[src/rtl/uart_rx_fifo.sv]
// 8N1 serial receiver sampling rxd at mid-bit, buffering bytes in a FIFO
// that the CPU drains through a valid/ready register port (DATA, STATUS).
module uart_rx_fifo #(
    parameter int CLKS_PER_BIT = 434,
    parameter int FIFO_DEPTH   = 16,
    parameter int ADDR_LSB     = 2
) (
    input  logic        clk,
    input  logic        rst,
    input  logic [31:0] addr,
    input  logic [31:0] din,
    output logic [31:0] dout,
    input  logic        wr,
    input  logic        valid,
    output logic        ready,
    input  logic        rxd,
    output logic        rx_irq
);
    // state | meaning
    // IDLE  | line idle, waiting for a low rs
    // START | half-bit wait, then confirm start bit
    // DATA  | sample 8 data bits LSB first
    // STOP  | sample stop bit, push or flag the byte
    typedef enum logic [1:0] {S_IDLE, S_START, S_DATA, S_STOP} state_t;

    localparam int PW = $clog2(FIFO_DEPTH);
    localparam int CW = PW + 1;
    localparam logic [15:0] TMR_FULL = 16'(CLKS_PER_BIT - 1);
    localparam logic [15:0] TMR_HALF = 16'(CLKS_PER_BIT / 2 - 1);

    logic          r_sync1, r_sync2;
    state_t        r_state;
    logic [15:0]   r_tmr;
    logic [2:0]    r_n;
    logic [7:0]    r_shreg;
    logic [7:0]    r_mem [FIFO_DEPTH];
    logic [PW-1:0] r_wptr, r_rptr;
    logic [CW-1:0] r_count;
    logic          r_ovr, r_fe;
    logic          r_ready;
    logic [31:0]   r_dout;
    logic          r_irq;

    logic w_rs, w_tc, w_stop_hit, w_full, w_empty;
    logic w_push, w_set_ovr, w_set_fe;
    logic w_acc, w_sel_stat, w_pop, w_clr;
    logic w_unused;

    assign w_rs       = r_sync2;
    assign w_tc       = (r_tmr == 16'd0);
    assign w_stop_hit = (r_state == S_STOP) && w_tc;
    assign w_full     = (r_count == CW'(FIFO_DEPTH));
    assign w_empty    = (r_count == '0);
    assign w_push     = w_stop_hit && w_rs && !w_full;
    assign w_set_ovr  = w_stop_hit && w_rs && w_full;
    assign w_set_fe   = w_stop_hit && !w_rs;

    // A held valid is re-acknowledged every second cycle.
    assign w_acc      = valid && !r_ready;
    assign w_sel_stat = addr[ADDR_LSB];
    assign w_pop      = w_acc && !wr && !w_sel_stat && !w_empty;
    assign w_clr      = w_acc && wr && w_sel_stat;
    assign w_unused   = ^{addr, din};

    always_ff @(posedge clk or posedge rst) begin
        if (rst) begin
            r_sync1 <= 1'b1;
            r_sync2 <= 1'b1;
        end else begin
            r_sync1 <= rxd;
            r_sync2 <= r_sync1;
        end
    end

    always_ff @(posedge clk or posedge rst) begin
        if (rst) begin
            r_state <= S_IDLE;
            r_tmr   <= '0;
            r_n     <= '0;
            r_shreg <= '0;
        end else begin
            case (r_state)
                S_IDLE: begin
                    if (!w_rs) begin
                        r_tmr   <= TMR_HALF;
                        r_state <= S_START;
                    end
                end
                S_START: begin
                    if (!w_tc) begin
                        r_tmr <= r_tmr - 16'd1;
                    end else if (!w_rs) begin
                        r_tmr   <= TMR_FULL;
                        r_n     <= '0;
                        r_state <= S_DATA;
                    end else begin
                        r_state <= S_IDLE;
                    end
                end
                S_DATA: begin
                    if (!w_tc) begin
                        r_tmr <= r_tmr - 16'd1;
                    end else begin
                        r_shreg <= {w_rs, r_shreg[7:1]};
                        r_tmr   <= TMR_FULL;
                        if (r_n == 3'd7) r_state <= S_STOP;
                        else             r_n     <= r_n + 3'd1;
                    end
                end
                S_STOP: begin
                    if (!w_tc) r_tmr   <= r_tmr - 16'd1;
                    else       r_state <= S_IDLE;
                end
                default: r_state <= S_IDLE;
            endcase
        end
    end

    always_ff @(posedge clk) begin
        if (w_push) r_mem[r_wptr] <= r_shreg;
    end

    always_ff @(posedge clk or posedge rst) begin
        if (rst) begin
            r_wptr  <= '0;
            r_rptr  <= '0;
            r_count <= '0;
        end else begin
            if (w_push) r_wptr <= r_wptr + 1'b1;
            if (w_pop)  r_rptr <= r_rptr + 1'b1;
            case ({w_push, w_pop})
                2'b10:   r_count <= r_count + 1'b1;
                2'b01:   r_count <= r_count - 1'b1;
                default: r_count <= r_count;
            endcase
        end
    end

    // Setting a flag takes priority over a simultaneous clear.
    always_ff @(posedge clk or posedge rst) begin
        if (rst) begin
            r_ovr <= 1'b0;
            r_fe  <= 1'b0;
        end else begin
            r_ovr <= w_set_ovr | (r_ovr & ~(w_clr & din[1]));
            r_fe  <= w_set_fe  | (r_fe  & ~(w_clr & din[2]));
        end
    end

    always_ff @(posedge clk or posedge rst) begin
        if (rst) begin
            r_ready <= 1'b0;
            r_dout  <= '0;
            r_irq   <= 1'b0;
        end else begin
            r_ready <= w_acc;
            r_irq   <= ~w_empty | r_ovr | r_fe;
            if (w_acc) begin
                if (wr)
                    r_dout <= '0;
                else if (w_sel_stat)
                    r_dout <= {16'(r_count), 13'b0, r_fe, r_ovr, ~w_empty};
                else
                    r_dout <= {23'b0, w_empty, w_empty ? 8'h00 : r_mem[r_rptr]};
            end
        end
    end

    assign ready  = r_ready;
    assign dout   = r_dout;
    assign rx_irq = r_irq;

endmodule

[config.mk]
export PLATFORM = sky130hd
export DESIGN_NAME = uart_rx_fifo
export DESIGN_NICKNAME = d
export VERILOG_FILES = /design/src/rtl/uart_rx_fifo.sv
export SDC_FILE = /design/constraint.sdc
export NUM_CORES = 1
export LEC_CHECK = 0
export CORE_MARGIN = 5
export CORE_UTILIZATION = 50
export CTS_CLUSTER_DIAMETER = 100
export DETAILED_ROUTE_END_ITERATION = 16
export PLACE_DENSITY = 0.74
export SETUP_SLACK_MARGIN = 0.2
export SYNTH_ARGS = -nofsm -noshare
export SYNTH_HDL_FRONTEND = slang
export SYNTH_SLANG_ARGS = --single-unit
[constraint.sdc]
create_clock -name clk -period 4.3 [get_ports clk]
set_clock_uncertainty 0.2 [all_clocks]
set_input_delay 1.075 -clock clk [delete_from_list [all_inputs] [get_ports clk]]
set_output_delay 1.075 -clock clk [all_outputs]
set_load 0.01 [all_outputs]
==> flow_summary.json, run 1 <==
{
  "clk_pin_slew_worst_paths_ns": 0.07,
  "synth_top_family_by_area": "multiplexers",
  "post-route-cell-area_um2": 9340,
  "final_common_cell": "edfxtp_1",
  "cp_slowest_cell": "dfrtp_1",
  "post_cts_buffers": 0,
  "synthXorXnorAreaFrac_pct": 1.48,
  "finalHoldViolCount": 0,
  "end_kind": "flip-flop",
  "reg2regPathDepth": 14,
  "post_drt_via_cell_ratio": 5.87,
  "wl_um": 16800,
  "synth_simple_gate_area_share_pct": 7.70,
  "grt_max_degree": 30,
  "hold_path_depth": 0,
  "synth_cell_types": 60,
  "dr.pass1.iters": 8,
  "ys.flop_type": "edfxtp_1",
  "hold_ws_ns": 0.169,
  "synth-edff-count": 128,
  "synth_mux_area_share_pct": 12.7,
  "die_w_um": 139,
  "dpl_cell_area_um2": 8680,
  "crit_required_ns": 4.46,
  "cp_cell_sequence": "inv_1 -> ha_1 -> nor4b_2 -> and3_1 -> and3_2 -> inv_2 -> ha_1 -> xor2_1 -> ha_1 -> o21a_1 -> o21ai_0 -> nand3b_1 -> a21oi_1 -> xor2_1",
  "syn2layout_area_growth_pct": 12.7,
  "fmax_mhz": 262,
  "syn_area_per_cell_um2": 15.8,
  "grt.overflow.total": 0,
  "layout-drive-gt1-share_pct": 18.9,
  "dp_cells": 749,
  "root_buffer": "clkbuf_16",
  "relSlewSlack_pct": 21.5,
  "cts_max_path_buffers": 2,
  "die_y_um": 139,
  "core_region_area_um2": 16400,
  "grt_pass1_vias": 4698,
  "ir_drop_mv": 0.328,
  "critical_path.max_stage_delay_ns": 0.43,
  "grt_pass1_wl_um": 26700,
  "insertion_delay_ns": 0.44,
  "hpwl_um": 10500,
  "portBuffers": 23,
  "ios": 103,
  "status": "finished clean",
  "path_class": "reg -> reg",
  "crit_fanout": 8,
  "numCtsBuffers": 17,
  "setup_tns_ns": 0,
  "wl_per_cell_um": 21.5,
  "min_path_type": "reg -> reg",
  "tritoncts": "built",
  "synth_adder_area_share_pct": 2.72,
  "worst_path_most_repeated_cell": "ha_1",
  "num_antenna_cells": 0,
  "final_net_count": 635,
  "antenna_found_initial": 0,
  "ctsResizeCount": 0,
  "async_flop_share_pct": 32.6,
  "finalSetupViolCount": 0,
  "synth_seq_area_share_pct": 65.1,
  "start_util_pct": 50.5,
  "ctsHoldBuffers": 0,
  "ys_warn_count": 0,
  "ys_ff_latch": 190,
  "rsz0062_at_grt": "no",
  "yosys.area.top_type_share_pct": 46.4,
  "crit_buf_inv": 2,
  "drtIter0Drc": 458,
  "drtAntennaViolNets": 0,
  "powerDensity_nw_per_um2": 469,
  "worst_ep_arrival_time_ns": 3.97,
  "syn_inst": 523,
  "clock-sinks": 190,
  "most-common-layout-cells": "edfxtp_1, dfrtp_1, mux4_2, clkdlybuf4s50_1, and2_1",
  "cp_top_family": "simple AND/OR/NAND/NOR gates",
  "start_kind": "flip-flop",
  "via_count": 4581,
  "drv_cap": 0,
  "drcViolationCount": 0,
  "synth_area_um2": 8290,
  "finalMaxSlewViolations": 0,
  "dieArea_um2": 19200,
  "rows": 47,
  "synth_top_cell_by_area": "edfxtp_1",
  "stdcell_count": 781,
  "synth_compound_area_share_pct": 6.54,
  "worst_pin_slew_ns": 1.18,
  "period_needed_ns": 3.82,
  "place_congestion": 0.789,
  "htree_num_levels": 4,
  "cp.depth": 14,
  "grt_usage_pct": 18.2,
  "fin_crit_sh_pct": 88.8,
  "synthTopCellsByArea": "edfxtp_1, dfrtp_1, mux4_2, ha_1, buf_4",
  "p_leak_nw": 3.07
}
==> power by group <==
part | leakage [nW] | total, W | internal [W] | switching (W)
clock | 0.318 | 0.00170 | 0.000911 | 0.000789
combinational | 1.07 | 0.000472 | 0.000284 | 0.000187
sequential | 1.69 | 0.00221 | 0.00200 | 0.000206
==> logic make-up after synthesis <==
group,after synthesis
DFF,190
muxes,54
buffers and inverters,57
AOI/OAI and AO/OA,75
xor gates and xnor gates,14
and+or+nand+nor,114
other,1
adders and majority gates,18
==> worst paths after layout <==
kind,start,endpoint,slack (ns)
min in group asynchronous,rst,r_shreg[3]$_DFFE_PP0P_,0.86
hold / removal,r_sync1$_DFF_PP1_,r_sync2$_DFF_PP1_,0.17
hold reg to reg,r_sync1$_DFF_PP1_,r_sync2$_DFF_PP1_,0.17
setup / recovery,r_tmr[0]$_DFFE_PP0P_,r_count[4]$_DFFE_PP0P_,0.48
max in group asynchronous,rst,r_rptr[0]$_DFFE_PP0P_,2.29
setup reg to reg,r_tmr[0]$_DFFE_PP0P_,r_count[4]$_DFFE_PP0P_,0.48
==> synth_stat cells, types with 3 or more instances <==
cell type and n:
ha_1 18, buf_4 19, xnor2_1 7, nand3_1 4, and2_1 19, nor2_1 18, nand4_1 6, a21oi_1 15
a21o_1 5, inv_1 14, buf_2 7, clkbuf_1 14, nor2b_1 5, or3_1 6, nand2_1 17, nand2b_1 3
o31ai_1 3, edfxtp_1 128, nor3_1 12, o21ai_0 14, a31oi_1 5, mux2_2 10, mux4_2 40, and3_1 3
a22o_1 14, dfrtp_1 60, nor4_1 6, xor2_1 7, mux2i_1 3
==> final cells by class <==
| cell class | count | area [µm²] |
|---|---|---|
| clock inverter | 15 | 234 |
| clock buffer | 17 | 425 |
| sequential | 190 | 5400 |
| tap | 220 | 275 |
| fill | 1224 | 7070 |
| multi-input combinational | 293 | 2660 |
| timing repair buffer | 31 | 290 |
| inverter | 15 | 56.3 |
==> stage by stage <==
stage               utilization [%]  setup slack (ns)  power (W)
finish                         56.9             0.483    0.00438
global route                   56.9             0.232    0.00455
CTS                            56.9             0.350    0.00441
global placement               52.9             0.490    0.00271
floorplan                         -             0.632    0.00257
detailed placement             52.9             0.377    0.00272
==> routing by layer <==
layer | share of wire (%) | vias up | global-route usage (%)
li1 | - | 2038 | -
met4 | 1.4 | 0 | 5.56
met2 | 51 | 163 | 30.2
met5 | 0 | - | 0
met1 | 42 | 2365 | 23.7
met3 | 6.3 | 15 | 4.79
==> registers in the layout (all words and copies together) (netlist names), named ones only <==
name	count
r_mem	128
r_fe	1
r_ovr	1
r_sync1	1
r_wptr	4
r_shreg	8
rx_irq	1
r_rptr	4
r_state	1
r_sync2	1
r_n	3
r_count	5
r_tmr	16
dout	14
ready	1
(Power assumes the default switching activity.)
==> run 2: changes to the inputs <==
Settings changed: CORE_MARGIN 5 to not set, HOLD_SLACK_MARGIN set to 0.06, RECOVER_POWER set to 100.
==> run 2 against run 1 <==
The flow now finishes with violations (capacitance limit, slew limit). Count of clock-buffer cells in the layout up 1. Worst hold slack worse by 0.012 ns. Cell area down 1.4%. Via count up 1.5%. Global-route usage up 2.0 points. Cell count down 0.51%. Flip-flop and latch count unchanged. Critical path type unchanged. Critical endpoint unchanged. Largest power group unchanged. Highest routed layer unchanged.
==> flow_summary.json, run 2 (synthesis gave the netlist of run 1 again) <==
{
  "drtIter0Drc": 544,
  "num_antenna_cells": 0,
  "drv_cap": 1,
  "status": "finished with violations",
  "root_buffer": "clkbuf_16",
  "grt_pass1_vias": 4541,
  "regMostFlops": "r_mem",
  "path_class": "reg -> reg",
  "relSlewSlack_pct": -20.7,
  "p_leak_nw": 3.03,
  "clk_pin_slew_worst_paths_ns": 0.07,
  "end_kind": "flip-flop",
  "finalHoldViolCount": 0,
  "dieArea_um2": 17100,
  "tritoncts": "built",
  "die_w_um": 131,
  "cp_slowest_cell": "dfrtp_1",
  "powerDensity_nw_per_um2": 459,
  "critPathLaunch": "r_tmr[0]$_DFFE_PP0P_",
  "start_util_pct": 51.6,
  "rsz0062_at_grt": "no",
  "worst_path_most_repeated_cell": "ha_1",
  "fin_crit_sh_pct": 88.6,
  "finalSetupViolCount": 0,
  "drtAntennaViolNets": 0,
  "setup_tns_ns": 0,
  "layout-drive-gt1-share_pct": 16.0,
  "antenna_found_initial": 0,
  "drcViolationCount": 0,
  "final_net_count": 635,
  "final_common_cell": "edfxtp_1",
  "numCtsBuffers": 17,
  "worst_ep_arrival_time_ns": 3.96,
  "critical_path.max_stage_delay_ns": 0.43,
  "grt_pass1_wl_um": 24900,
  "worst_pin_slew_ns": 1.81,
  "cts_max_path_buffers": 2,
  "cp_cell_sequence": "inv_1 -> ha_1 -> nor4b_2 -> and3_1 -> and3_1 -> inv_2 -> ha_1 -> xor2_1 -> ha_1 -> o21a_1 -> o21ai_0 -> nand3b_1 -> a21oi_1 -> xor2_1",
  "grt_usage_pct": 20.2,
  "place_congestion": 0.808,
  "min_from": "r_sync1$_DFF_PP1_",
  "min_path_type": "reg -> reg",
  "ctsResizeCount": 0,
  "clock-sinks": 190,
  "wl_per_cell_um": 20.7,
  "r2r_slack_ns": 0.49,
  "wl_met2_um": 8210,
  "htree_num_levels": 4,
  "most-common-layout-cells": "edfxtp_1, dfrtp_1, mux4_2, dlygate4sd3_1",
  "syn2layout_area_growth_pct": 11.1,
  "start_kind": "flip-flop",
  "die_y_um": 131,
  "post_drt_via_cell_ratio": 5.99,
  "crit_required_ns": 4.45,
  "finalMaxSlewViolations": 35,
  "post_cts_buffers": 0,
  "worstReg2RegStart": "r_tmr[0]$_DFFE_PP0P_",
  "largest_reg_flops": 128,
  "crit_buf_inv": 2,
  "drt-met1-wl_um": 6750,
  "violations": "capacitance limit, slew limit",
  "ctsHoldBuffers": 0,
  "core_region_area_um2": 16100,
  "ios": 103,
  "grt.overflow.total": 0,
  "rows": 46,
  "insertion_delay_ns": 0.43,
  "via_count": 4651,
  "wl_um": 16100,
  "dr.pass1.iters": 5,
  "power_w": 0.00423,
  "fmax_mhz": 262,
  "grt_max_degree": 35,
  "cp_top_family": "simple AND/OR/NAND/NOR gates",
  "ir_drop_mv": 0.352,
  "hpwl_um": 10300,
  "period_needed_ns": 3.81,
  "crit_fanout": 8,
  "routed.top_layer": "met4",
  "wl_met3_um": 878,
  "portBuffers": 23
}
## run 2: through the flow
step / instances / hold WS (ns) / setup slack [ns] / util (%) / instance area (µm²)
6_report: 777 / 0.157 / 0.489 / 57.3 / 9210
4_1_cts: 777 / 0.158 / 0.475 / 57.7 / 9270
2_1_floorplan: 540 / 0.145 / 0.632 / - / 8350
5_1_grt: 777 / 0.166 / 0.154 / 57.3 / 9210
3_5_place_dp: 745 / 0.147 / 0.494 / 54.0 / 8670
3_3_place_gp: 745 / 0.150 / 0.524 / 54.0 / 8670
## run 2: layout make-up
type	instances	area [µm²]
Clock buffer	18	429
Clock inverter	14	169
Fill cell	1177	6850
Inverter	15	56.3
Multi-Input combinational cell	293	2620
Sequential cell	190	5400
Tap cell	216	270
Timing Repair Buffer	31	264
## run 2: power by group
group          total, W  internal (W)  switching (W)
sequential      0.00224       0.00200       0.000241
clock           0.00157      0.000834       0.000732
combinational  0.000423      0.000268       0.000155
## run 2: path summary, 6_finish.rpt
check	endpoint	depth (start not counted)
worst max-delay path	r_count[4]$_DFFE_PP0P_	14
worst min-delay path	r_sync2$_DFF_PP1_	0
worst max register to register	r_count[4]$_DFFE_PP0P_	14
worst min register to register	r_sync2$_DFF_PP1_	0
max in group asynchronous	r_tmr[12]$_DFFE_PP0P_	3
min in group asynchronous	r_tmr[1]$_DFFE_PP0P_	2
## run 2: worst reg2reg max path: stages, from the launching register on
cell	delay [ns]
dfrtp_1	0.43
inv_1	0.11
ha_1	0.14
nor4b_2	0.36
and3_1	0.41
and3_1	0.41
inv_2	0.14
ha_1	0.35
xor2_1	0.19
ha_1	0.23
o21a_1	0.17
o21ai_0	0.16
nand3b_1	0.10
a21oi_1	0.18
xor2_1	0.16
## run 2: metal layers
metal	track usage, %	vias to the layer above
met5	0	-
met4	6.15	0
met3	3.99	22
met2	34.7	185
li1	-	2035
met1	25.9	2409
==> run 3: changes to the inputs <==
Settings changed: CTS_BUF_LIST set to sky130_fd_sc_hd__clkbuf_8.
==> run 3 against run 2 <==
The run still ends with capacitance limit, slew limit left. Maximum frequency is 0.92% lower. Critical path depth stayed put. Sequential share of layout area up 1.2 points. Setup slack worse by 0.035 ns. Via count fell by 2.1%. Clock power is 25% lower. Count of clock-buffer cells in the layout is 1 lower. Core utilization decreased by 1.2 points. First-iteration DRC count fell by 14%. Largest power group unchanged.
==> flow_summary.json, run 3 (synthesis gave the netlist of run 1 again) <==
{
  "antenna_found_initial": 0,
  "num_antenna_cells": 0,
  "drtAntennaViolNets": 0,
  "start_kind": "flip-flop",
  "most-common-layout-cells": "edfxtp_1, dfrtp_1, mux4_2, dlygate4sd3_1",
  "setup_tns_ns": 0,
  "tritoncts": "built",
  "switchingPower_w": 0.00106,
  "finalSetupViolCount": 0,
  "min_from": "r_sync1$_DFF_PP1_",
  "htree_num_levels": 4,
  "end_kind": "flip-flop",
  "core_region_area_um2": 16100,
  "place_congestion": 0.808,
  "ios": 103,
  "worstReg2RegStart": "r_tmr[0]$_DFFE_PP0P_",
  "drt-met1-wl_um": 6620,
  "worst_pin_slew_ns": 1.82,
  "layout-drive-gt1-share_pct": 15.9,
  "wl_met2_um": 7690,
  "reg2regPathDepth": 14,
  "routed.top_layer": "met4",
  "grt_usage_pct": 19.6,
  "ir_drop_mv": 0.310,
  "syn2layout_area_growth_pct": 8.79,
  "largest_reg_flops": 128,
  "drv_cap": 1,
  "insertion_delay_ns": 0.47,
  "die_w_um": 131,
  "hold_ws_ns": 0.161,
  "cts_max_path_buffers": 2,
  "start_util_pct": 51.6,
  "critical_path.max_stage_delay_ns": 0.44,
  "crit_fanout": 8,
  "p_leak_nw": 2.95,
  "worst_ep_arrival_time_ns": 4.03,
  "rows": 46,
  "path_class": "reg -> reg",
  "violations": "capacitance limit, slew limit",
  "wl_met3_um": 800,
  "drtIter0Drc": 470,
  "wl_um": 15400,
  "reg2reg_to": "r_count[4]$_DFFE_PP0P_",
  "cp_top_family": "simple AND/OR/NAND/NOR gates",
  "hold_end": "r_sync2$_DFF_PP1_",
  "hold_path_depth": 0,
  "grt_pass1_wl_um": 24200,
  "wl_per_cell_um": 19.8,
  "finalHoldViolCount": 0,
  "grt.overflow.total": 0,
  "pwr-share-comb_pct": 10.9,
  "root_buffer": "clkbuf_8",
  "drcViolationCount": 0,
  "relSlewSlack_pct": -21.6,
  "die_y_um": 131,
  "power_frac_seq_pct": 58.5,
  "regMostFlops": "r_mem",
  "post_drt_via_cell_ratio": 5.86,
  "grt_max_degree": 35,
  "clockPowerShare_pct": 30.6,
  "setup_slack_ns": 0.454,
  "numCtsBuffers": 17,
  "n_fill_cell": 1207,
  "fmax_mhz": 260,
  "cp_cell_sequence": "inv_1 -> ha_1 -> nor4b_2 -> and3_1 -> and3_1 -> inv_1 -> ha_1 -> xor2_1 -> ha_1 -> o21a_1 -> o21ai_0 -> nand3b_1 -> a21oi_1 -> xor2_1",
  "via_count": 4554,
  "worst_path_most_repeated_cell": "ha_1",
  "final_net_count": 635,
  "finalMaxSlewViolations": 35,
  "r2r_slack_ns": 0.45,
  "p_sw_share_pct": 27.8,
  "powerDensity_nw_per_um2": 423,
  "portBuffers": 23,
  "ctsResizeCount": 0,
  "cp_slowest_cell": "dfrtp_1",
  "hpwl_um": 10300,
  "status": "finished with violations",
  "clk_pin_slew_worst_paths_ns": 0.10,
  "detailedPlace.worstSlack_ns": 0.494,
  "rsz0062_at_grt": "no",
  "fin_crit_sh_pct": 89.4,
  "ctsHoldBuffers": 0,
  "post_cts_buffers": 0,
  "internal_power_w": 0.00275,
  "clock-sinks": 190,
  "dr.pass1.iters": 5,
  "period_needed_ns": 3.85,
  "crit_required_ns": 4.48,
  "crit_buf_inv": 2,
  "min_path_type": "reg -> reg",
  "final_common_cell": "edfxtp_1",
  "grt_pass1_vias": 4443,
  "dieArea_um2": 17100
}
## run 3: layout make-up
class | count | area [µm²] | share of cell area [%]
Sequential cell | 190 | 5400 | 59.9
Tap cell | 216 | 270 | 3.00
Inverter | 15 | 56.3 | 0.625
Clock inverter | 15 | 173 | 1.92
Multi-Input combinational cell | 293 | 2620 | 29.1
Clock buffer | 17 | 234 | 2.60
Timing Repair Buffer | 31 | 264 | 2.93
## run 3: per-layer routing
layer	vias to the layer above	global-route usage, %
met5	-	0
li1	2041	-
met1	2331	25.9
met2	165	32.6
met3	17	3.95
met4	0	6.56
## run 3: through the flow
stage	power (W)	util, %	cells	instance area, µm²
floorplan	0.00257	-	540	8350
global placement	0.00271	54.0	745	8670
detailed placement	0.00273	54.0	745	8670
CTS	0.00387	56.5	777	9080
global route	0.00397	56.1	777	9010
finish	0.00382	56.1	777	9010
## run 3: worst max-delay path by stage
| stage | cells past startpoint | startpoint | slack (ns) | to |
|---|---|---|---|---|
| after global routing | 14 | r_tmr[0]$_DFFE_PP0P_ | 0.16 | r_count[4]$_DFFE_PP0P_ |
| after global placement | 11 | wr | 0.52 | r_count[4]$_DFFE_PP0P_ |
| after CTS | 14 | r_tmr[0]$_DFFE_PP0P_ | 0.52 | r_count[4]$_DFFE_PP0P_ |
| final | 14 | r_tmr[0]$_DFFE_PP0P_ | 0.45 | r_count[4]$_DFFE_PP0P_ |
| after detailed placement | 11 | wr | 0.49 | r_count[4]$_DFFE_PP0P_ |
| after floorplan | 14 | valid | 0.63 | r_count[4]$_DFFE_PP0P_ |
## run 3: power by group through the flow
stage | Combinational, W | Clock (W) | Sequential (W)
3_5_place_dp | 0.000439 | 0 | 0.00229
2_1_floorplan | 0.000476 | 0 | 0.00209
4_1_cts | 0.000441 | 0.00118 | 0.00224
5_1_grt | 0.000460 | 0.00126 | 0.00226
3_3_place_gp | 0.000430 | 0 | 0.00228
6_report | 0.000416 | 0.00117 | 0.00223
